**src/rtl/mole_target_controller_if.sv**
```systemverilog
// Game-side signal bundle for the mole target controller: random position in,
// player switches in, LED display and scoring out.
interface mole_target_controller_if #(
  parameter int unsigned NUM_POS = 18
);
  logic [4:0]         random_pos;
  logic               start;
  logic               stop;
  logic [NUM_POS-1:0] sw_in;
  logic [NUM_POS-1:0] led_onehot;
  logic               hit_pulse;
  logic               miss_pulse;
  logic [7:0]         hit_count;
  logic [7:0]         miss_count;
  logic               busy;

  modport master (
    output random_pos, start, stop, sw_in,
    input  led_onehot, hit_pulse, miss_pulse, hit_count, miss_count, busy
  );

  modport slave (
    input  random_pos, start, stop, sw_in,
    output led_onehot, hit_pulse, miss_pulse, hit_count, miss_count, busy
  );
endinterface

```
**src/rtl/mole_target_controller.sv**
```systemverilog
// Whack-a-mole round controller: picks a target from the random stream, lights
// it for a bounded window, judges switch toggles as hit/miss and keeps tallies.
module mole_target_controller #(
  parameter int unsigned NUM_POS    = 18,
  parameter int unsigned ON_CYCLES  = 50000000,
  parameter int unsigned GAP_CYCLES = 12500000,
  parameter int unsigned MAX_RETRY  = 3
) (
  input logic                     clk,
  input logic                     rst_n,
  mole_target_controller_if.slave bus
);

  localparam int unsigned TMAX = (ON_CYCLES > GAP_CYCLES) ? ON_CYCLES : GAP_CYCLES;
  localparam int unsigned TW   = $clog2(TMAX) + 1;
  localparam int unsigned RW   = $clog2(MAX_RETRY + 2);
  localparam logic [5:0]  NUM_POS_W = 6'(NUM_POS);

  typedef enum logic [1:0] {S_IDLE, S_SAMPLE, S_SHOW, S_GAP} state_t;

  state_t             state_q, state_d;
  logic [NUM_POS-1:0] led_q, led_d;
  logic               hit_q, hit_d;
  logic               miss_q, miss_d;
  logic [7:0]         hit_cnt_q, hit_cnt_d;
  logic [7:0]         miss_cnt_q, miss_cnt_d;
  logic [4:0]         cur_q, cur_d;
  logic [4:0]         prev_q, prev_d;
  logic [RW-1:0]      retry_q, retry_d;
  logic [TW-1:0]      timer_q, timer_d;
  logic [NUM_POS-1:0] sw_q;

  logic [NUM_POS-1:0] tog;
  logic [NUM_POS-1:0] cur_onehot;
  logic [NUM_POS-1:0] rnd_onehot;
  logic               in_range;
  logic               retry_full;

  function automatic logic [NUM_POS-1:0] decode(input logic [4:0] p);
    logic [NUM_POS-1:0] v;
    v = '0;
    for (int unsigned i = 0; i < NUM_POS; i++) begin
      v[i] = (p == 5'(i));
    end
    return v;
  endfunction

  assign tog        = bus.sw_in ^ sw_q;
  assign cur_onehot = decode(cur_q);
  assign rnd_onehot = decode(bus.random_pos);
  assign in_range   = ({1'b0, bus.random_pos} < NUM_POS_W);
  assign retry_full = (retry_q == RW'(MAX_RETRY));

  always_comb begin
    state_d    = state_q;
    led_d      = led_q;
    hit_d      = 1'b0;
    miss_d     = 1'b0;
    hit_cnt_d  = hit_cnt_q;
    miss_cnt_d = miss_cnt_q;
    cur_d      = cur_q;
    prev_d     = prev_q;
    retry_d    = retry_q;
    timer_d    = timer_q;

    if (bus.stop) begin
      state_d = S_IDLE;
      led_d   = '0;
    end else begin
      unique case (state_q)
        S_IDLE: begin
          led_d = '0;
          if (bus.start) begin
            hit_cnt_d  = '0;
            miss_cnt_d = '0;
            retry_d    = '0;
            state_d    = S_SAMPLE;
          end
        end
        S_SAMPLE: begin
          led_d = '0;
          // Out-of-range values neither get accepted nor consume a retry.
          if (in_range && ((bus.random_pos != prev_q) || retry_full)) begin
            cur_d   = bus.random_pos;
            prev_d  = bus.random_pos;
            retry_d = '0;
            timer_d = TW'(ON_CYCLES - 1);
            led_d   = rnd_onehot;
            state_d = S_SHOW;
          end else if (in_range && !retry_full) begin
            retry_d = retry_q + RW'(1);
          end
        end
        S_SHOW: begin
          if (|(tog & cur_onehot)) begin
            hit_d   = 1'b1;
            if (hit_cnt_q != '1) hit_cnt_d = hit_cnt_q + 8'd1;
            led_d   = '0;
            timer_d = TW'(GAP_CYCLES - 1);
            state_d = S_GAP;
          end else if ((|tog) || (timer_q == '0)) begin
            miss_d  = 1'b1;
            if (miss_cnt_q != '1) miss_cnt_d = miss_cnt_q + 8'd1;
            led_d   = '0;
            timer_d = TW'(GAP_CYCLES - 1);
            state_d = S_GAP;
          end else begin
            timer_d = timer_q - TW'(1);
          end
        end
        S_GAP: begin
          led_d = '0;
          if (timer_q == '0) begin
            state_d = S_SAMPLE;
          end else begin
            timer_d = timer_q - TW'(1);
          end
        end
        default: begin
          state_d = S_IDLE;
          led_d   = '0;
        end
      endcase
    end
  end

  always_ff @(posedge clk or negedge rst_n) begin
    if (!rst_n) begin
      state_q    <= S_IDLE;
      led_q      <= '0;
      hit_q      <= 1'b0;
      miss_q     <= 1'b0;
      hit_cnt_q  <= '0;
      miss_cnt_q <= '0;
      cur_q      <= '0;
      prev_q     <= 5'h1F;
      retry_q    <= '0;
      timer_q    <= '0;
      sw_q       <= '0;
    end else begin
      state_q    <= state_d;
      led_q      <= led_d;
      hit_q      <= hit_d;
      miss_q     <= miss_d;
      hit_cnt_q  <= hit_cnt_d;
      miss_cnt_q <= miss_cnt_d;
      cur_q      <= cur_d;
      prev_q     <= prev_d;
      retry_q    <= retry_d;
      timer_q    <= timer_d;
      sw_q       <= bus.sw_in;
    end
  end

  assign bus.led_onehot = led_q;
  assign bus.hit_pulse  = hit_q;
  assign bus.miss_pulse = miss_q;
  assign bus.hit_count  = hit_cnt_q;
  assign bus.miss_count = miss_cnt_q;
  assign bus.busy       = (state_q != S_IDLE);

endmodule

```
**src/flat_wrapper.sv**
```systemverilog
// flat-port wrapper written by rule: the top's interface ports become plain ports
module mole_target_controller_flat 
#(
  parameter int unsigned NUM_POS    = 18,
  parameter int unsigned ON_CYCLES  = 50000000,
  parameter int unsigned GAP_CYCLES = 12500000,
  parameter int unsigned MAX_RETRY  = 3
)
  (clk, rst_n, bus_random_pos, bus_start, bus_stop, bus_sw_in, bus_led_onehot, bus_hit_pulse, bus_miss_pulse, bus_hit_count, bus_miss_count, bus_busy);
  mole_target_controller_if #(.NUM_POS(NUM_POS)) bus_i ();
  input logic clk;
  input logic rst_n;
  input wire logic [$bits(bus_i.random_pos)-1:0] bus_random_pos;
  input wire logic [$bits(bus_i.start)-1:0] bus_start;
  input wire logic [$bits(bus_i.stop)-1:0] bus_stop;
  input wire logic [$bits(bus_i.sw_in)-1:0] bus_sw_in;
  output wire logic [$bits(bus_i.led_onehot)-1:0] bus_led_onehot;
  output wire logic [$bits(bus_i.hit_pulse)-1:0] bus_hit_pulse;
  output wire logic [$bits(bus_i.miss_pulse)-1:0] bus_miss_pulse;
  output wire logic [$bits(bus_i.hit_count)-1:0] bus_hit_count;
  output wire logic [$bits(bus_i.miss_count)-1:0] bus_miss_count;
  output wire logic [$bits(bus_i.busy)-1:0] bus_busy;
  assign bus_i.random_pos = bus_random_pos;
  assign bus_i.start = bus_start;
  assign bus_i.stop = bus_stop;
  assign bus_i.sw_in = bus_sw_in;
  assign bus_led_onehot = bus_i.led_onehot;
  assign bus_hit_pulse = bus_i.hit_pulse;
  assign bus_miss_pulse = bus_i.miss_pulse;
  assign bus_hit_count = bus_i.hit_count;
  assign bus_miss_count = bus_i.miss_count;
  assign bus_busy = bus_i.busy;
  mole_target_controller #(.NUM_POS(NUM_POS), .ON_CYCLES(ON_CYCLES), .GAP_CYCLES(GAP_CYCLES), .MAX_RETRY(MAX_RETRY)) u_core (.clk(clk), .rst_n(rst_n), .bus(bus_i));
endmodule
```
**config.mk**
```make
export PLATFORM = sky130hd
export DESIGN_NAME = mole_target_controller_flat
export DESIGN_NICKNAME = d
export VERILOG_FILES = /design/src/rtl/mole_target_controller_if.sv /design/src/rtl/mole_target_controller.sv /design/src/flat_wrapper.sv
export SDC_FILE = /design/constraint.sdc
export NUM_CORES = 1
export LEC_CHECK = 0
export ABC_AREA = 1
export BUFFER_PORTS_ARGS = -buffer_cell sky130_fd_sc_hd__buf_2
export CAP_MARGIN = 10
export CORE_MARGIN = 2
export CORE_UTILIZATION = 54
export DETAILED_ROUTE_END_ITERATION = 6
export PLACE_DENSITY = 0.84
export RECOVER_POWER = 25
export SLEW_MARGIN = 10
export SYNTH_ARGS = -nofsm -noshare
export SYNTH_HDL_FRONTEND = slang
export SYNTH_SLANG_ARGS = --single-unit
```
**constraint.sdc**
```tcl
create_clock -name clk -period 1.8 [get_ports clk]
set_clock_uncertainty 0.15 [all_clocks]
set_input_delay 0.45 -clock clk [delete_from_list [all_inputs] [get_ports clk]]
set_output_delay 0.45 -clock clk [all_outputs]
set_load 0.005 [all_outputs]
```
-- Word level (Yosys, flattened, before mapping)
Cells that the tools add are included.
- word-level logic and storage cells: 131
- output and inout bits: 37
- register bits: 96
- input bits: 27
- mux-type cells: 36
- equal/unequal tests: 54
- $lt $le $gt $ge: 1
- $add $sub $neg: 4
- bitwise operators: 3
- reduce and logical (&&, ||, !) cells: 22
- operators with widths (operator ; number):
    2-to-1 mux 27 bit ; 4
    case mux 27 bit (3 select lines) ; 1
    equality test 5 x 4 -> 1 bit (second input constant) ; 16
    2-to-1 mux 18 bit ; 4
    case mux 18 bit (3 select lines) ; 1
    2-to-1 mux 8 bit ; 6
    equality test 5 x 3 -> 1 bit (second input constant) ; 8
    OR reduction 18 bit ; 2
    case mux 8 bit (2 select lines) ; 2
    zero test 27 bit ; 1
    subtractor 27 x 1 -> 27 bit (second input constant) ; 1
    equality test 5 x 2 -> 1 bit (second input constant) ; 4
    equality test 5 bit (second input constant) ; 4
    bitwise AND 18 bit ; 1
    XOR 18 bit ; 1
    adder 8 x 1 -> 8 bit (second input constant) ; 2
    != test 8 bit (second input constant) ; 2
    2-to-1 mux 2 bit ; 6
    AND reduction 4 bit ; 3
    equality test 5 x 1 -> 1 bit (second input constant) ; 2
    zero test 5 bit ; 2
    != test 2 x 1 -> 1 bit (second input constant) ; 5
    2-to-1 mux 3 bit ; 3
    case mux 2 bit (4 select lines) ; 1
    24 further kinds ; 38

-- Logic depth before layout (Yosys ltp)
Gate-level depths: netlist of run 1.
- depth after elaboration: 7
- mapped depth: 14
- mapped depth without buffers: 14

-- Worst setup path after synthesis of run 1
Ideal clock, no wire load.
- kind: register to register
- start: register u_core.retry_q[0]
- end: register u_core.timer_q[5]
- arrival: 1.654 ns
- path slack: -0.117 ns
- data required time: 1.537 ns
- period minus slack after synthesis: 1.917 ns
- cell stages (with the launch flop): 13
- path buffers: 0
- path through: dfrtp_1 -> ha_1 -> ha_1 -> o21bai_1 -> nor2_1 -> nand3_1 -> nand2_1 -> nand2_2 -> nand3_4 -> inv_4 -> or2_0 -> nand2_1 -> inv_1
- word-level cells in the longest chain between the ends: 5
- ends and longest elaborated chain (item ; line ; source):
    start, declared ; mole_target_controller.sv:29 ; logic [RW-1:0] retry_q, retry_d;
    start signal, assigned ; mole_target_controller.sv:149 ; retry_q <= retry_d;
    equality test 3 x 2 -> 1 bit ; mole_target_controller.sv:52 ; assign retry_full = (retry_q == RW'(MAX_RETRY));
    logical OR 1 bit ; mole_target_controller.sv:83 ; if (in_range && ((bus.random_pos != prev_q) || retry_full)) begin
    logical AND 1 bit ; mole_target_controller.sv:83 ;
    != test 2 x 1 -> 1 bit (no source line) ; n/a ;
    AND reduction 4 bit (no source line) ; n/a ;
    end signal, assigned ; mole_target_controller.sv:150 ; timer_q <= timer_d;
    end, declared ; mole_target_controller.sv:30 ; logic [TW-1:0] timer_q, timer_d;
Every way passes these cells.
A chain may end at the register's enable or synchronous reset.

-- Worst setup path after layout of run 1
- start: register u_core.retry_q[1]
- end: register u_core.timer_q[9]
Same word-level chain as after synthesis.

==> summary.txt, run 1 <==
Status
  • Status: finished with violations
  • Violated checks: negative setup slack

Pwr
  • Power per Cell Area: 1020 nW/um^2
  • Relative contribution of sequential cells to total power: 0.330
  • Pleak: ~4.2 nW
  • Logic pwr share: 0.488
  • Net Sw Power: 3.53 mW
  • Clock power frac: 0.181
  • Peak supply drop: 0.701 mV
  • Power after layout: 8.40 mW
  • Switching share of power: 0.420
  • Power Internal: 4.88 mW

Worst setup path
  • Critical Setup Path Class: reg2reg
  • Slowest CP cell: dfrtp_1
  • CP Data Arrival Time: 2.28 ns
  • CP Cell Sequence: ha_2 > ha_2 > o21bai_1 > nor2_1 > nand3_1 > nand2_2 > nand2_2 > nand3_4 > inv_8 > buf_4 > nand2_1 > nand2_1
  • Reg-to-reg endpoint: u_core.timer_q[9]
  • CP Launch Type: flip-flop
  • Reg2Reg Launch Point: u_core.retry_q[1]
  • Crit-path max cell delay: 0.41 ns
  • Worst path required time: a little under 2 ns
  • Worst R2R Path Depth: 12
  • FF-to-FF setup slack: -0.35 ns
  • CP Max Fanout: 23
  • Worst setup EP type: flip-flop

Cells and area
  • # fillers: between 600 and 700
  • Footprint of the multi-input gates: around 3500 sq um
  • ANT cells: 0
  • FF+latch area: roughly 2400 sq um
  • Layout area overhead: 36.3%
  • Fin nets: 1,079
  • Fraction of layout cells with a size suffix above 1: 0.337

STA
  • Final period demand of the worst path: 2.15 ns
  • Slew Viols, Final: 0
  • Slew HR: 0.542
  • RSZ-0062 raised after global routing: yes
  • Setup ws final: -0.348 ns
  • Fmax: ~0.47 GHz
  • Slew @ Worst Pin: 0.687 ns
  • Final setup fails: 77
  • Fin. Hold Viols: 0
  • Crit share post-route: 1.19
  • Hold_ws: 0.0209 ns

Clock network
  • CTS Sinks: 96
  • Clock transition at path regs: about 0.1 ns
  • CTS Buf Count: 9
  • CTS tree: yes
  • Clock tree buffer depth: 2
  • Skew-Pair Late Insertion Delay: 0.41 ns
  • Root buffer cell: clkbuf_8
  • H-tree depth reported by CTS: 3

Route
  • WL/cell: 16.6 microns
  • # DRC: 0
  • Vias per cell: 5.60
  • Detailed Routing Iterations Pass 1: 7
  • Vias post-DR: 6,647
  • Post-DRT Antenna Nets: 0
  • DRT Wirelength: between 15,000 and 20,000 microns
  • DRT iter0 DRCs: 772

Synth
  • Number of synthesis warnings: 0
  • Count of cell types in the netlist: 45
  • Area of the mapped netlist: 6020 sq um
  • Seq/Total Area, Yosys: 0.400
  • #FFs+latches synth: 96
  • Avg Synthesized Cell Area: 7.14 sq um
  • Cells after Synth: 843
  • Mapped Nets: between 800 and 900

Worst hold path
  • Hold worst-path end: u_core.sw_q[1]
  • Worst Hold Class: in2reg
  • Hold Path Origin: bus_sw_in[1]
  • Worst hold stages: 1

Place
  • DP HPWL: 11,800 microns
  • Routability Congestion: a little over 0.9
  • Placement Setup Slack: -0.356 ns
  • Port Buf Inserts: 63

Global route
  • GRT Total Usage: 0.305
  • Total congestion overflow: 0
  • First-pass GRT wire length: 28,600 microns
  • Vias in the first global route: 6,278
  • Initial antenna violation count: 0
  • Largest net degree at the start of global routing: 34

Job
  • MaxCap Viol Count: 0

Floorplanning
  • Site Rows: 38
  • Die Span X: 110 microns
  • Io pins: 64
  • Initial cell density of the core: 0.556
  • DIE AREA: 12,000 sq um
  • Core area: 10,800 sq um
  • Die height: 110 microns
-- worst max path at each step --
| stage | start | to | slack (ns) | depth (start not counted) |
|---|---|---|---|---|
| floorplan | u_core.retry_q[0] | u_core.timer_q[5] | -0.04 | 12 |
| global placement | bus_sw_in[4] | u_core.timer_q[0] | -0.27 | 12 |
| detailed placement | bus_sw_in[4] | u_core.timer_q[15] | -0.36 | 12 |
| CTS | u_core.retry_q[1] | u_core.timer_q[5] | -0.22 | 12 |
| global route | u_core.retry_q[1] | u_core.timer_q[9] | -0.41 | 12 |
| finish | u_core.retry_q[1] | u_core.timer_q[9] | -0.35 | 12 |
-- through the flow --
stage	cells	setup TNS (ns)	instance area (sq um)	utilization
2_1_floorplan	843	-0.207	6040	-
3_3_place_gp	1160	-14.11	7460	0.688
3_5_place_dp	1160	-19.56	7460	0.688
4_1_cts	1184	-9.33	8020	0.740
5_1_grt	1186	-23.16	8210	0.757
6_report	1186	-15.78	8210	0.757
-- layout by cell type, fill, tap and decap left out, types with 3 or more instances in the layout --
cell,instances
buf_6,14
nand2_2,27
nand3b_1,8
buf_12,7
nor3_1,4
nor2_1,92
dfrtp_1,87
o21ai_1,15
nor2_2,24
nor3_4,5
buf_2,43
inv_1,91
o21ai_2,11
clkbuf_8,10
xor2_1,21
nand3_4,3
nand3_2,19
o21ai_0,14
dfrtp_2,4
nor2_4,13
ha_4,3
inv_2,13
a21boi_1,4
ha_1,6
nand2_1,261
dfstp_2,5
clkbuf_1,18
nand4_1,12
nand2_4,9
buf_4,117
nand3_1,49
-- cells in the mapped netlist (all sizes together) --
master	number	area share
nand2	297	0.20
nand3b	8	0.010
o21a	1	0.0012
xor2	23	0.033
o21ai	40	0.039
a41oi	1	0.0015
clkbuf	2	0.0012
ha	11	0.023
o21bai	2	0.0025
nor4	1	0.0010
nand3	71	0.064
a21oi	3	0.0025
xnor2	3	0.0044
a21boi	4	0.0050
o22ai	1	0.0010
nand4	14	0.018
or2	2	0.0021
nor3	11	0.014
dfrtp	91	0.38
nor2	129	0.091
buf	13	0.020
dfstp	5	0.022
inv	108	0.068
and2	1	0.0010
a31oi	1	0.0010
-- registers in the layout, indices dropped and copies added (netlist names) --
| name | flops |
|---|---|
| u_core.bus.led_onehot | 18 |
| u_core.bus.miss_count | 8 |
| u_core.state_q | 2 |
| u_core.timer_q | 27 |
| u_core.cur_q | 5 |
| u_core.bus.hit_count | 8 |
| u_core.retry_q | 3 |
| u_core.sw_q | 18 |
| u_core.bus.hit_pulse | 1 |
| u_core.prev_q | 5 |
| u_core.bus.miss_pulse | 1 |
-- cells by family after synthesis --
kind of cell / count (synthesis) / synth area share
AO/OA/AOI/OAI: 53 / 0.0542
flip-flops: 96 / 0.400
AND/OR/NAND/NOR: 534 / 0.396
adder cells (fa/ha/maj): 11 / 0.0229
buffers and inverters: 123 / 0.0891
XOR/XNOR: 26 / 0.0378
-- layer usage --
| layer | share of wire | GRT usage | routed length, microns | up-vias |
|---|---|---|---|---|
| li1 | - | - | - | 3025 |
| met1 | 0.37 | 0.356 | 7310 | 3106 |
| met2 | 0.49 | 0.524 | 9730 | 385 |
| met3 | 0.074 | 0.0729 | 1460 | 131 |
| met4 | 0.059 | 0.150 | 1170 | 0 |
| met5 | 0 | 0 | 0 | - |
-- worst max-delay path: cells and delay by family (launching register included) --
kind | cells | cell delay [ns]
adders and majority gates | 2 | 0.35
buffers and inverters | 2 | 0.24
DFF | 1 | 0.41
AOI/OAI and AO/OA | 1 | 0.16
and+or+nand+nor | 7 | 0.70
-- power by group through the flow --
stage | clock network, mW | registers, mW | logic [mW]
after global placement | 0 | 2.71 | 3.09
after floorplan | 0 | 2.72 | 1.81
after detailed placement | 0 | 2.72 | 3.20
after CTS | 1.52 | 2.73 | 3.66
final | 1.52 | 2.78 | 4.10
after global routing | 1.61 | 2.80 | 4.36
-- cell type report --
type / count / area share
Timing Repair Buffer: 202 / 0.183
Clock inverter: 6 / 0.00823
Tap cell: 140 / 0.0213
Sequential cell: 96 / 0.294
Clock buffer: 10 / 0.0168
Inverter: 108 / 0.0518
Multi-Input combinational cell: 624 / 0.425
-- what timing repair did --
action | CTS | global route
cloned | 0 | 1
hold buffers | 1 | 0
setup buffers | 7 | 1
resized for setup | 87 | 47
pin swaps | 29 | 21
setup endpoints to repair | 76 | 79
hold endpoints to repair | 20 | 0
Note: power is estimated with default switching activity, not from simulation.
==> run 2: changes to the inputs <==
clock period = 1.95 ns   (was 1.8 ns; I/O delays follow)
==> run 2 against run 1 <==
- the run still ends with negative setup slack left
- non-clock buffer count down 22
- hold slack gained 0.054 ns
- die area is the same
- first-iteration DRC count fell by 5.2%
- sequential power down 7.9%
==> summary.txt, run 2 (synthesized netlist as in run 1, its figures left out) <==
Clock network
  • CTS Buf Count: 9 (unchanged)
  • Skew-Pair Late Insertion Delay: 0.40 ns (was 0.41 ns)
  • Root buffer cell: clkbuf_8 (unchanged)
  • CTS Sinks: 96 (unchanged)
  • H-tree depth reported by CTS: 3 (unchanged)
  • Clock tree buffer depth: 2 (unchanged)
  • CTS tree: yes (unchanged)
  • Clock transition at path regs: 0.11 ns (was 0.10 ns)

Worst setup path
  • Worst path required time: 2.07 ns (was 1.94 ns)
  • Slowest CP cell: dfrtp_1 (unchanged)
  • CP Data Arrival Time: 2.39 ns (was 2.28 ns)
  • CP Cell Sequence: ha_2 > ha_4 > o21bai_1 > nor2_1 > nand3_1 > nand2_2 > nand2_4 > nand3_4 > buf_8 > o21ai_0 > nand2_1 (was ha_2 > ha_2 > o21bai_1 > nor2_1 > nand3_1 > nand2_2 > nand2_2 > nand3_4 > inv_8 > buf_4 > nand2_1 > nand2_1)
  • Crit-path max cell delay: 0.40 ns (was 0.41 ns)
  • CP Max Fanout: 13 (was 23)
  • Critical Setup Path Class: reg2reg (unchanged)
  • Worst setup EP type: flip-flop (unchanged)
  • CP Launch Type: flip-flop (unchanged)

STA
  • Final setup fails: 77 (unchanged)
  • Slew @ Worst Pin: 0.886 ns (was 0.687 ns)
  • Final period demand of the worst path: 2.26 ns (was 2.15 ns)
  • Crit share post-route: 1.16 (was 1.19)
  • Slew HR: 0.409 (was 0.542)
  • Fin. Hold Viols: 0 (unchanged)
  • Slew Viols, Final: 0 (unchanged)
  • RSZ-0062 raised after global routing: yes (unchanged)
  • Setup ws final: -0.314 ns (was -0.348 ns)
  • Fmax: 0.442 GHz (was 0.466 GHz)

Floorplanning
  • Site Rows: 38 (unchanged)
  • Die height: 110 microns (unchanged)
  • DIE AREA: 12,000 sq um (unchanged)
  • Io pins: 64 (unchanged)
  • Initial cell density of the core: 0.556 (unchanged)
  • Core area: 10,800 sq um (unchanged)
  • Die Span X: 110 microns (unchanged)

Status
  • Violated checks: negative setup slack (unchanged)
  • Status: finished with violations (unchanged)

Route
  • Vias per cell: 5.62 (was 5.60)
  • # DRC: 0 (unchanged)
  • WL/cell: 16.5 microns (was 16.6 microns)
  • Post-DRT Antenna Nets: 0 (unchanged)
  • Detailed Routing Iterations Pass 1: 6 (was 7)
  • Vias post-DR: 6,564 (was 6,647)
  • DRT Wirelength: 19,200 microns (was 19,700 microns)
  • DRT iter0 DRCs: 732 (was 772)

Global route
  • M1 GR Usage: 0.358 (was 0.356)
  • Total congestion overflow: 0 (unchanged)
  • Initial antenna violation count: 0 (unchanged)
  • GRT Total Usage: 0.281 (was 0.305)
  • Vias in the first global route: 5,905 (was 6,278)
  • Gr busiest metal: met2 (unchanged)
  • M2 GR Usage: 0.460 (was 0.524)
  • Met3 Use GR: 0.0569 (was 0.0729)
  • First-pass GRT wire length: 26,600 microns (was 28,600 microns)
  • Largest net degree at the start of global routing: 32 (was 34)

Cells and area
  • Most flops, register: u_core.timer_q (unchanged)
  • Commonest non-fill, non-tap cells in the layout: 250 x nand2_1, 97 x nor2_1, 90 x buf_4 (was 261 x nand2_1, 117 x buf_4, 92 x nor2_1)
  • Fraction of layout cells with a size suffix above 1: 0.333 (was 0.337)
  • Most common library cell in the layout ignoring fill and taps: nand2_1 (unchanged)
  • FF+latch area: 2410 sq um (about the same)
  • ANT cells: 0 (unchanged)
  • Footprint of the multi-input gates: 3490 sq um (about the same)
  • Max reg flops: 27 (unchanged)
  • Fin nets: 1,061 (was 1,079)
  • # fillers: 681 (was 655)
  • Layout area overhead: 34.2% (was 36.3%)

Pwr
  • Power Internal: 4.43 mW (was 4.88 mW)
  • Logic pwr share: 0.491 (was 0.488)
  • Power after layout: 7.73 mW (was 8.40 mW)
  • Power per Cell Area: 957 nW/um^2 (was 1020 nW/um^2)
  • Pleak: 4.15 nW (was 4.22 nW)
  • Relative contribution of sequential cells to total power: 0.331 (was 0.330)
  • Switching share of power: 0.427 (was 0.420)
  • Clock power frac: 0.178 (was 0.181)
  • Net Sw Power: 3.30 mW (was 3.53 mW)
  • Peak supply drop: 0.469 mV (was 0.701 mV)

Place
  • DP HPWL: 11,300 microns (was 11,800 microns)
  • Placement Setup Slack: -0.232 ns (was -0.356 ns)
  • Routability Congestion: 0.949 (was 0.922)
  • Port Buf Inserts: 63 (unchanged)

Job
  • MaxCap Viol Count: 0 (unchanged)

Worst hold path
  • Worst Hold Class: in2reg (unchanged)
run 2: cell types whose count changed in the layout (fill, tap and decap cells not counted), moves of 3 or more:
cell,delta
buf_4,-27
buf_6,+4
nand2_1,-11
nand2_2,+9
nor2_1,+5
nor2_4,-3
o21ai_0,-5
o21ai_2,+4
run 2: layout make-up:
class	instances	share of cell area
timing repair inverter	3	0.00480
tap	140	0.0217
sequential	96	0.299
timing repair buffer	180	0.165
clock inverter	6	0.00867
multi-input combinational	625	0.433
inverter	108	0.0525
clock buffer	10	0.0158
run 2: final timing paths:
| check | from | end | slack [ns] | depth (start not counted) |
|---|---|---|---|---|
| worst max-delay path | u_core.retry_q[1] | u_core.timer_q[11] | -0.31 | 11 |
| worst min-delay path | bus_sw_in[7] | u_core.sw_q[7] | 0.07 | 1 |
| worst max register to register | u_core.retry_q[1] | u_core.timer_q[11] | -0.31 | 11 |
| worst min register to register | u_core.bus.led_onehot[13] | u_core.bus.led_onehot[13] | 0.34 | 2 |
| max in group asynchronous | rst_n | u_core.prev_q[1] | 0.34 | 3 |
| min in group asynchronous | rst_n | u_core.timer_q[10] | 0.58 | 2 |
run 2: per-stage QoR:
step / setup TNS (ns) / utilization / instances / hold slack [ns] / instance area (sq um)
global placement: -7.53 / 0.661 / 1128 / 0.300 / 7160
finish: -16.37 / 0.745 / 1168 / 0.0745 / 8080
floorplan: 0 / - / 843 / 0.0419 / 6020
detailed placement: -10.23 / 0.661 / 1128 / 0.308 / 7160
global route: -19.86 / 0.745 / 1168 / 0.0792 / 8080
CTS: -1.74 / 0.710 / 1159 / 0.0623 / 7690
run 2: repair_timing:
action	in CTS	in global routing
endpoints found under the hold margin	22	0
cloned	5	0
pin swaps	22	53
setup buffers	9	10
setup endpoints to repair	69	78
hold buffers	1	0
resized for setup	62	101
run 2: routing by layer:
metal / vias to the layer above / part of all wire
met3: 100 / 0.086
met2: 463 / 0.49
li1: 2993 / -
met1: 3008 / 0.38
met5: - / 0
met4: 0 / 0.048
run 2: power groups by stage:
stage               Clock, mW  Combinational [mW]  Sequential, mW
floorplan                   0                1.65            2.51
global placement            0                2.57            2.52
detailed placement          0                2.64            2.53
CTS                      1.37                3.13            2.52
global route             1.44                4.05            2.58
finish                   1.37                3.80            2.56
run 2: worst max-delay path, delay by kind of cell, from the launching register on:
kind	cells	cell delay [ns]
flops	1	0.40
buf+inv	1	0.22
simple gates	6	0.66
compound gates	2	0.31
fa+ha+maj	2	0.37
